[src/rtl/button_pkg.sv]
// button_pkg: shared FSM state encoding and synchronizer depth for button input stages
package button_pkg;

   typedef enum logic [1:0] {
      RELEASED,
      PRESS_WAIT,
      PRESSED,
      RELEASE_WAIT
   } state_t;

   localparam int SYNC_STAGES = 2;

endpackage

[src/rtl/sync_2ff.sv]
// sync_2ff: reusable flop-chain synchronizer for asynchronous inputs, depth from button_pkg
module sync_2ff
   import button_pkg::*;
#(
   parameter int               Width    = 1,
   parameter logic [Width-1:0] ResetVal = '0
) (
   input  logic             clk,
   input  logic             rst_n,
   input  logic [Width-1:0] i_d,
   output logic [Width-1:0] o_q
);

   logic [SYNC_STAGES-1:0][Width-1:0] r_sync;

   // shift the raw input through the chain; reset loads the idle value so no edge is seen on release
   always_ff @(posedge clk) begin
      if (!rst_n) r_sync <= {SYNC_STAGES{ResetVal}};
      else        r_sync <= {r_sync[SYNC_STAGES-2:0], i_d};
   end

   assign o_q = r_sync[SYNC_STAGES-1];

endmodule

[src/rtl/button_debounce.sv]
// button_debounce: active-low pushbutton debouncer with press/release strobes; long-press strobe under BUTTON_DEBOUNCE_LONGPRESS_EN
module button_debounce
   import button_pkg::*;
#(
   parameter int DebounceCycles = 1000,
   parameter int LongCycles     = 50000
) (
   input  logic clk,
   input  logic rst_n,
   input  logic button,
   output logic level,
   output logic press_pulse,
   output logic release_pulse,
   output logic long_pulse
);

   localparam int              CntW    = $clog2(DebounceCycles);
   localparam logic [CntW-1:0] CntLast = CntW'(DebounceCycles - 1);

   logic            w_sync_n;
   logic            w_sync_p;
   logic            w_accept_press;
   logic            w_accept_release;
   state_t          r_state;
   logic [CntW-1:0] r_cnt;
   logic            r_level;
   logic            r_press;
   logic            r_release;

   sync_2ff #(.Width(1), .ResetVal(1'b1)) u_sync (
      .clk   (clk),
      .rst_n (rst_n),
      .i_d   (button),
      .o_q   (w_sync_n)
   );

   assign w_sync_p         = ~w_sync_n;
   assign w_accept_press   = (r_state == PRESS_WAIT)   &&  w_sync_p && (r_cnt == CntLast);
   assign w_accept_release = (r_state == RELEASE_WAIT) && !w_sync_p && (r_cnt == CntLast);

   // debounce FSM: a level change is accepted only after DebounceCycles consecutive agreeing samples
   always_ff @(posedge clk) begin
      if (!rst_n) begin
         r_state   <= RELEASED;
         r_cnt     <= '0;
         r_level   <= 1'b0;
         r_press   <= 1'b0;
         r_release <= 1'b0;
      end else begin
         r_press   <= w_accept_press;
         r_release <= w_accept_release;
         case (r_state)
            RELEASED: if (w_sync_p) begin
               r_state <= PRESS_WAIT;
               r_cnt   <= '0;
            end
            PRESS_WAIT: if (!w_sync_p) begin
               r_state <= RELEASED;
               r_cnt   <= '0;
            end else if (w_accept_press) begin
               r_state <= PRESSED;
               r_cnt   <= '0;
               r_level <= 1'b1;
            end else r_cnt <= r_cnt + 1'b1;
            PRESSED: if (!w_sync_p) begin
               r_state <= RELEASE_WAIT;
               r_cnt   <= '0;
            end
            RELEASE_WAIT: if (w_sync_p) begin
               r_state <= PRESSED;
               r_cnt   <= '0;
            end else if (w_accept_release) begin
               r_state <= RELEASED;
               r_cnt   <= '0;
               r_level <= 1'b0;
            end else r_cnt <= r_cnt + 1'b1;
            default: begin
               r_state <= RELEASED;
               r_cnt   <= '0;
            end
         endcase
      end
   end

   assign level         = r_level;
   assign press_pulse   = r_press;
   assign release_pulse = r_release;

`ifdef BUTTON_DEBOUNCE_LONGPRESS_EN
   localparam int              HoldW    = $clog2(LongCycles);
   localparam logic [HoldW-1:0] HoldLast = HoldW'(LongCycles - 1);

   logic             w_holding;
   logic [HoldW-1:0] r_hold;
   logic             r_long_done;
   logic             r_long;

   assign w_holding = (r_state == PRESSED) || (r_state == RELEASE_WAIT);

   // hold timer restarts only on a freshly accepted press; bounce-returns keep counting, one strobe per press
   always_ff @(posedge clk) begin
      if (!rst_n) begin
         r_hold      <= '0;
         r_long_done <= 1'b0;
         r_long      <= 1'b0;
      end else begin
         r_long <= 1'b0;
         if (w_accept_press) begin
            r_hold      <= '0;
            r_long_done <= 1'b0;
         end else if (w_holding) begin
            if (r_hold != HoldLast) r_hold <= r_hold + 1'b1;
            else if (!r_long_done && !w_accept_release) begin
               r_long      <= 1'b1;
               r_long_done <= 1'b1;
            end
         end
      end
   end

   assign long_pulse = r_long;
`else
   // constant zero; the comparison only keeps LongCycles referenced in this build
   assign long_pulse = 1'b0 & (LongCycles > DebounceCycles);
`endif

endmodule

[config.mk]
export PLATFORM = sky130hd
export DESIGN_NAME = button_debounce
export DESIGN_NICKNAME = d
export VERILOG_FILES = /design/src/rtl/button_pkg.sv /design/src/rtl/sync_2ff.sv /design/src/rtl/button_debounce.sv
export SDC_FILE = /design/constraint.sdc
export NUM_CORES = 1
export LEC_CHECK = 0
export BUFFER_PORTS_ARGS = -buffer_cell sky130_fd_sc_hd__buf_2
export CAP_MARGIN = 10
export CORE_AREA = 2 2 43 45
export CTS_CLUSTER_DIAMETER = 200
export CTS_CLUSTER_SIZE = 30
export DETAILED_ROUTE_END_ITERATION = 7
export DIE_AREA = 0 0 45 47
export PLACE_DENSITY = 0.71
export SLEW_MARGIN = 20
export SYNTH_ARGS = -nofsm -noshare
export SYNTH_HDL_FRONTEND = slang
export SYNTH_HIERARCHICAL = 1
export SYNTH_SLANG_ARGS = --single-unit
[constraint.sdc]
create_clock -name clk -period 2.24 [get_ports clk]
set_clock_uncertainty 0.05 [all_clocks]
set_input_delay 0.448 -clock clk [delete_from_list [all_inputs] [get_ports clk]]
set_output_delay 0.448 -clock clk [all_outputs]
set_load 0.03 [all_outputs]
Yosys cells after proc, flatten, opt, wreduce, memory -nomap -nowiden
Cells that the tools add are included.
{"block": "totals", "output_inout_bits": 4, "ff_bits": 17}
{"block": "classes", "bitwise": 1, "muxes": 19, "n_eq_ne": 12, "n_reduce_logical": 9, "addsub": 1}
{"cell": "$mux W10", "count": 6}
{"cell": "$pmux W10 S4", "count": 1}
{"cell": "$mux W2", "count": 6}
{"cell": "$add A10 B1 Y10 const B", "count": 1}
{"cell": "$eq A10 B10 Y1 const B", "count": 1}
{"cell": "$ne A2 B2 Y1 const B", "count": 4}
{"cell": "$pmux W2 S4", "count": 1}
{"cell": "$reduce_and A5 Y1", "count": 1}
{"cell": "$eq A2 B2 Y1 const B", "count": 2}
{"cell": "$logic_and A1 B1 Y1", "count": 4}
{"cell": "$mux W1", "count": 4}
{"cell": "$ne A2 B1 Y1 const B", "count": 2}
{"cell": "$reduce_and A4 Y1", "count": 1}
{"cell": "$ne A3 B2 Y1 const B", "count": 1}
{"cell": "$ne A3 B3 Y1 const B", "count": 1}
{"cell": "$eq A2 B1 Y1 const B", "count": 1}
{"cell": "$logic_not A2 Y1", "count": 1}
{"cell": "$pmux W1 S2", "count": 1}
{"cell": "$reduce_and A2 Y1", "count": 1}
{"cell": "$reduce_bool A2 Y1", "count": 1}
{"cell": "$not A1 Y1", "count": 1}

Depth between registers and ports, before layout
{"block": "logic_depth", "word_depth": 6, "mapped_depth": 6}

By module
The synthesis kept the hierarchy.
{"mod": "button_debounce", "instances": 1, "cells_per_inst": 86, "area_per_inst_um2": 793.3}
{"mod": "sync_2ff", "instances": 1, "cells_per_inst": 4, "area_per_inst_um2": 52.6}

Worst setup path before layout
No wires, ideal clock.
{"block": "synth_path", "kind": "register -> register", "startpoint": "register r_cnt[0]", "endpoint": "register r_level (netlist: level)", "synth_period_minus_slack_ns": 1.648, "stages_incl_launch_ff": 6, "arrival_time_ns": 1.484, "setup_time_ns": 0.115, "setup_slack_ns": 0.592, "n_path_buf": 0, "path_cell_list": "dfxtp_1 ha_1 nand2_1 nor4_4 mux2_2 o21a_1"}
{"block": "synth_between", "elab_chain_cells": 4, "elab_cells_between_ends": 6, "classes_between": "3 x eq/ne; 3 x reduce/logical"}
{"item": "from (decl)", "line_no": "button_debounce.sv:25", "text": "logic [CntW-1:0] r_cnt;"}
{"item": "from (signal assigned)", "line_no": "button_debounce.sv:64", "text": "end else r_cnt <= r_cnt + 1'b1;"}
{"item": "from (signal assigned)", "line_no": "button_debounce.sv:76", "text": "end else r_cnt <= r_cnt + 1'b1;"}
{"item": "$eq A10 B10 Y1 *", "line_no": "button_debounce.sv:38, button_debounce.sv:39"}
{"item": "$logic_and A1 B1 Y1 (on tied branches)", "line_no": "button_debounce.sv:39, button_debounce.sv:38"}
{"item": "$ne A2 B2 Y1 (no source line)"}
{"item": "$reduce_and A5 Y1 (no source line) *"}
{"item": "to (signal assigned)", "line_no": "button_debounce.sv:46", "text": "r_level <= 1'b0;"}
{"item": "to (signal assigned)", "line_no": "button_debounce.sv:63", "text": "r_level <= 1'b1;"}
{"item": "to (signal assigned)", "line_no": "button_debounce.sv:75", "text": "r_level <= 1'b0;"}
{"item": "to (decl)", "line_no": "button_debounce.sv:26", "text": "logic r_level;"}
Mark *: on every way between the ends. The rest lies on a longest branch, timed or not.
A chain may end at the register's enable or synchronous reset.

Worst setup path in the final report
{"block": "layout_path", "startpoint": "register r_cnt[1]", "endpoint": "register r_level (netlist: level)"}
The elaborated chain is that of the path after synthesis.

==> flow_summary.yaml <==
detailed_routing:
  wl_per_cell_um: 13.6
  routed_wl_um: 1510
  drtIter0Drc: 8
  vias_per_cell: 6.08
  via_count: 675
  drtPass1Iterations: 4
  ant_nets: 0
  route.detailed.drc: 0
global_routing:
  overflow: 0
  grt_pass1_vias: 574
  track_usage_pct: 17.4
  grt_max_degree: 17
  grt_pass1_wl_um: 2580
  antenna_found_initial: 0
pwr:
  ir_drop_uv: 417
  p_per_area_nw_per_um2: 549
  leakagePower_nw: 0.331
logic_synthesis:
  synth_edf_count: 0
  ys_dominant_reg_cell: "dfxtp_1"
  yosysTopAreaCellShare_pct: 40.2
  yosysUniqueCellTypes: 39
  yosysMostFrequentCell: "dfxtp_1"
  ys_seq_elements: 17
  yosysWarningCount: 6
  synth_common_cells: "dfxtp_1 (17), a31oi_1 (7), nand2_1 (7)"
  synth_area_um2: 846
  yosysSeqAreaShare_pct: 40.2
  async_flop_share_pct: 0
  yosys.area.top_type: "dfxtp_1"
  synth_nets: 94
  syn_inst: 90
  avgSynthCellArea_um2: 9.40
  synth_area_leaders: "dfxtp_1 (40%), a31oi_1 (5.2%), a21boi_0 (3.6%), nand2_1 (3.1%), nand3b_1 (2.7%)"
worst_setup_path:
  start_kind: "register"
  reg2reg_from: "r_cnt[1]"
  cp_max_fo: 4
  critPathCapture: "level"
  crit_required_ps: 2380
  reg2reg_to: "level"
  startpoint: "r_cnt[1]"
  crit_chain: "ha_1, nand2_1, nor4_4, mux2_2, o21a_1"
  crit_type: "register to register"
  critPathMaxStageDelay_ps: 370
  worst_path_max_delay_cell: "dfxtp_1"
  arrival_ps: 1910
  endpoint_kind: "register"
  reg2reg_depth: 5
  reg2reg_slack_ps: 480
layout:
  synthToLayoutAreaGrowth_pct: 4.88
  fin_nets: 99
  n_antenna_cell: 0
  finalCoreUtilization_pct: 53.7
  drive_gt1_share_pct: 14.9
floorplan:
  num_io_pins: 7
  initial_utilization_pct: 51.2
  fp.dieW_um: 45
  dieArea_um2: 2120
  die_y_um: 47
  coreArea_um2: 1650
  rows: 15
placed_design:
  dp_worst_setup_slack_ps: 469
  dp.final_hpwl_um: 1050
  portBuffers: 5
  place_congestion: 0.826
clock_tree:
  cts.hold.buffers_added: 0
  cts_root_buf: "clkbuf_4"
  cts_buffers: 3
  htree_levels: 1
  clk_latency_ps: 290
  clock_sinks: 17
  clk_pin_slew_ps: 100
  cts_setup_buffers: 0
  ctsResizeCount: 0
  tritoncts: "yes"
  cts_buffer_depth: 2
timing:
  whs_ps: 286
  setup_viol: 0
  slew_violations: 0
  finalHoldViolCount: 0
  setup_ws_ps: 478
  rsz0062_at_grt: "no"
  finalSetupTns_ps: 0
  period_share_pct: 78.7
  fin_crit_ps: 1760
  max_freq_mhz: 567
flow_run:
  drv_cap: 0
status:
  outcome: "complete, no violations"
worst_hold_path:
  min-delay-path-class: "input pin to register"
  hp-start: "button"
[worst min path at each step]
stage	cells past startpoint	slack, ps	end
2_1_floorplan	1	340	u_sync/o_q
3_3_place_gp	1	340	u_sync/o_q
3_5_place_dp	1	350	u_sync/o_q
4_1_cts	2	290	u_sync/r_sync[0]
5_1_grt	2	280	u_sync/r_sync[0]
6_report	2	290	u_sync/r_sync[0]
[power breakdown]
group | internal, mW | switching, mW
Combinational | 0.00598 | 0.0128
Clock | 0.0692 | 0.0935
Sequential | 0.304 | 0.00168
[area by class of cell]
class                   instances  area (um2)
clock buffers                   4        26.3
multi-input cells              66         467
well taps                      17        21.3
flip-flops and latches         17         340
inverters                       2        7.51
repair buffers                  5        25.0
fillers                       159         764
[layer usage]
metal / GRT usage (%) / up-vias / share of wire (%)
met5: 0 / - / 0
met4: 5.88 / 0 / 0.79
met3: 8.08 / 2 / 3.8
met2: 25.7 / 9 / 44
met1: 22.6 / 320 / 52
li1: - / 344 / -
[cell usage in the layout, fill, tap and decap left out, drive strengths merged, types with 4 or more instances in the layout]
cell type   n
a21boi      4
dfxtp      17
a31oi       7
nor2        4
nand2       7
buf         5
clkbuf      4
[per-stage QoR]
step                      power [mW]  std cells  instance area (um2)
after floorplan                0.327         90                  846
after global placement         0.331        107                  861
after detailed placement       0.331        107                  861
after CTS                      0.490        111                  887
after global routing           0.507        111                  887
final                          0.487        111                  887
[worst max-delay path, delay by kind of cell (launching register included)]
| family | cells | cell delay (ps) |
|---|---|---|
| DFF | 1 | 370 |
| adders and majority gates | 1 | 220 |
| muxes | 1 | 370 |
| and+or+nand+nor | 2 | 490 |
| AOI/OAI and AO/OA | 1 | 160 |
[state kept, by name, indices dropped and copies added, names as in the netlist, named ones only]
register,cells
u_sync/o_q,1
r_cnt,10
u_sync/r_sync,1
level,1
press_pulse,1
release_pulse,1
r_state,1
[logic make-up (layout without fill, tap and decap cells)]
family	after synthesis	in the layout	synth area share, %
and+or+nand+nor	38	38	29.1
AOI/OAI and AO/OA	21	21	18.3
DFF	17	17	40.2
buffers and inverters	7	11	4.59
muxes	3	3	3.70
xor gates and xnor gates	2	2	2.07
adders and majority gates	1	1	1.48
other	1	1	0.443
Note: power is estimated with default switching activity, not from simulation.
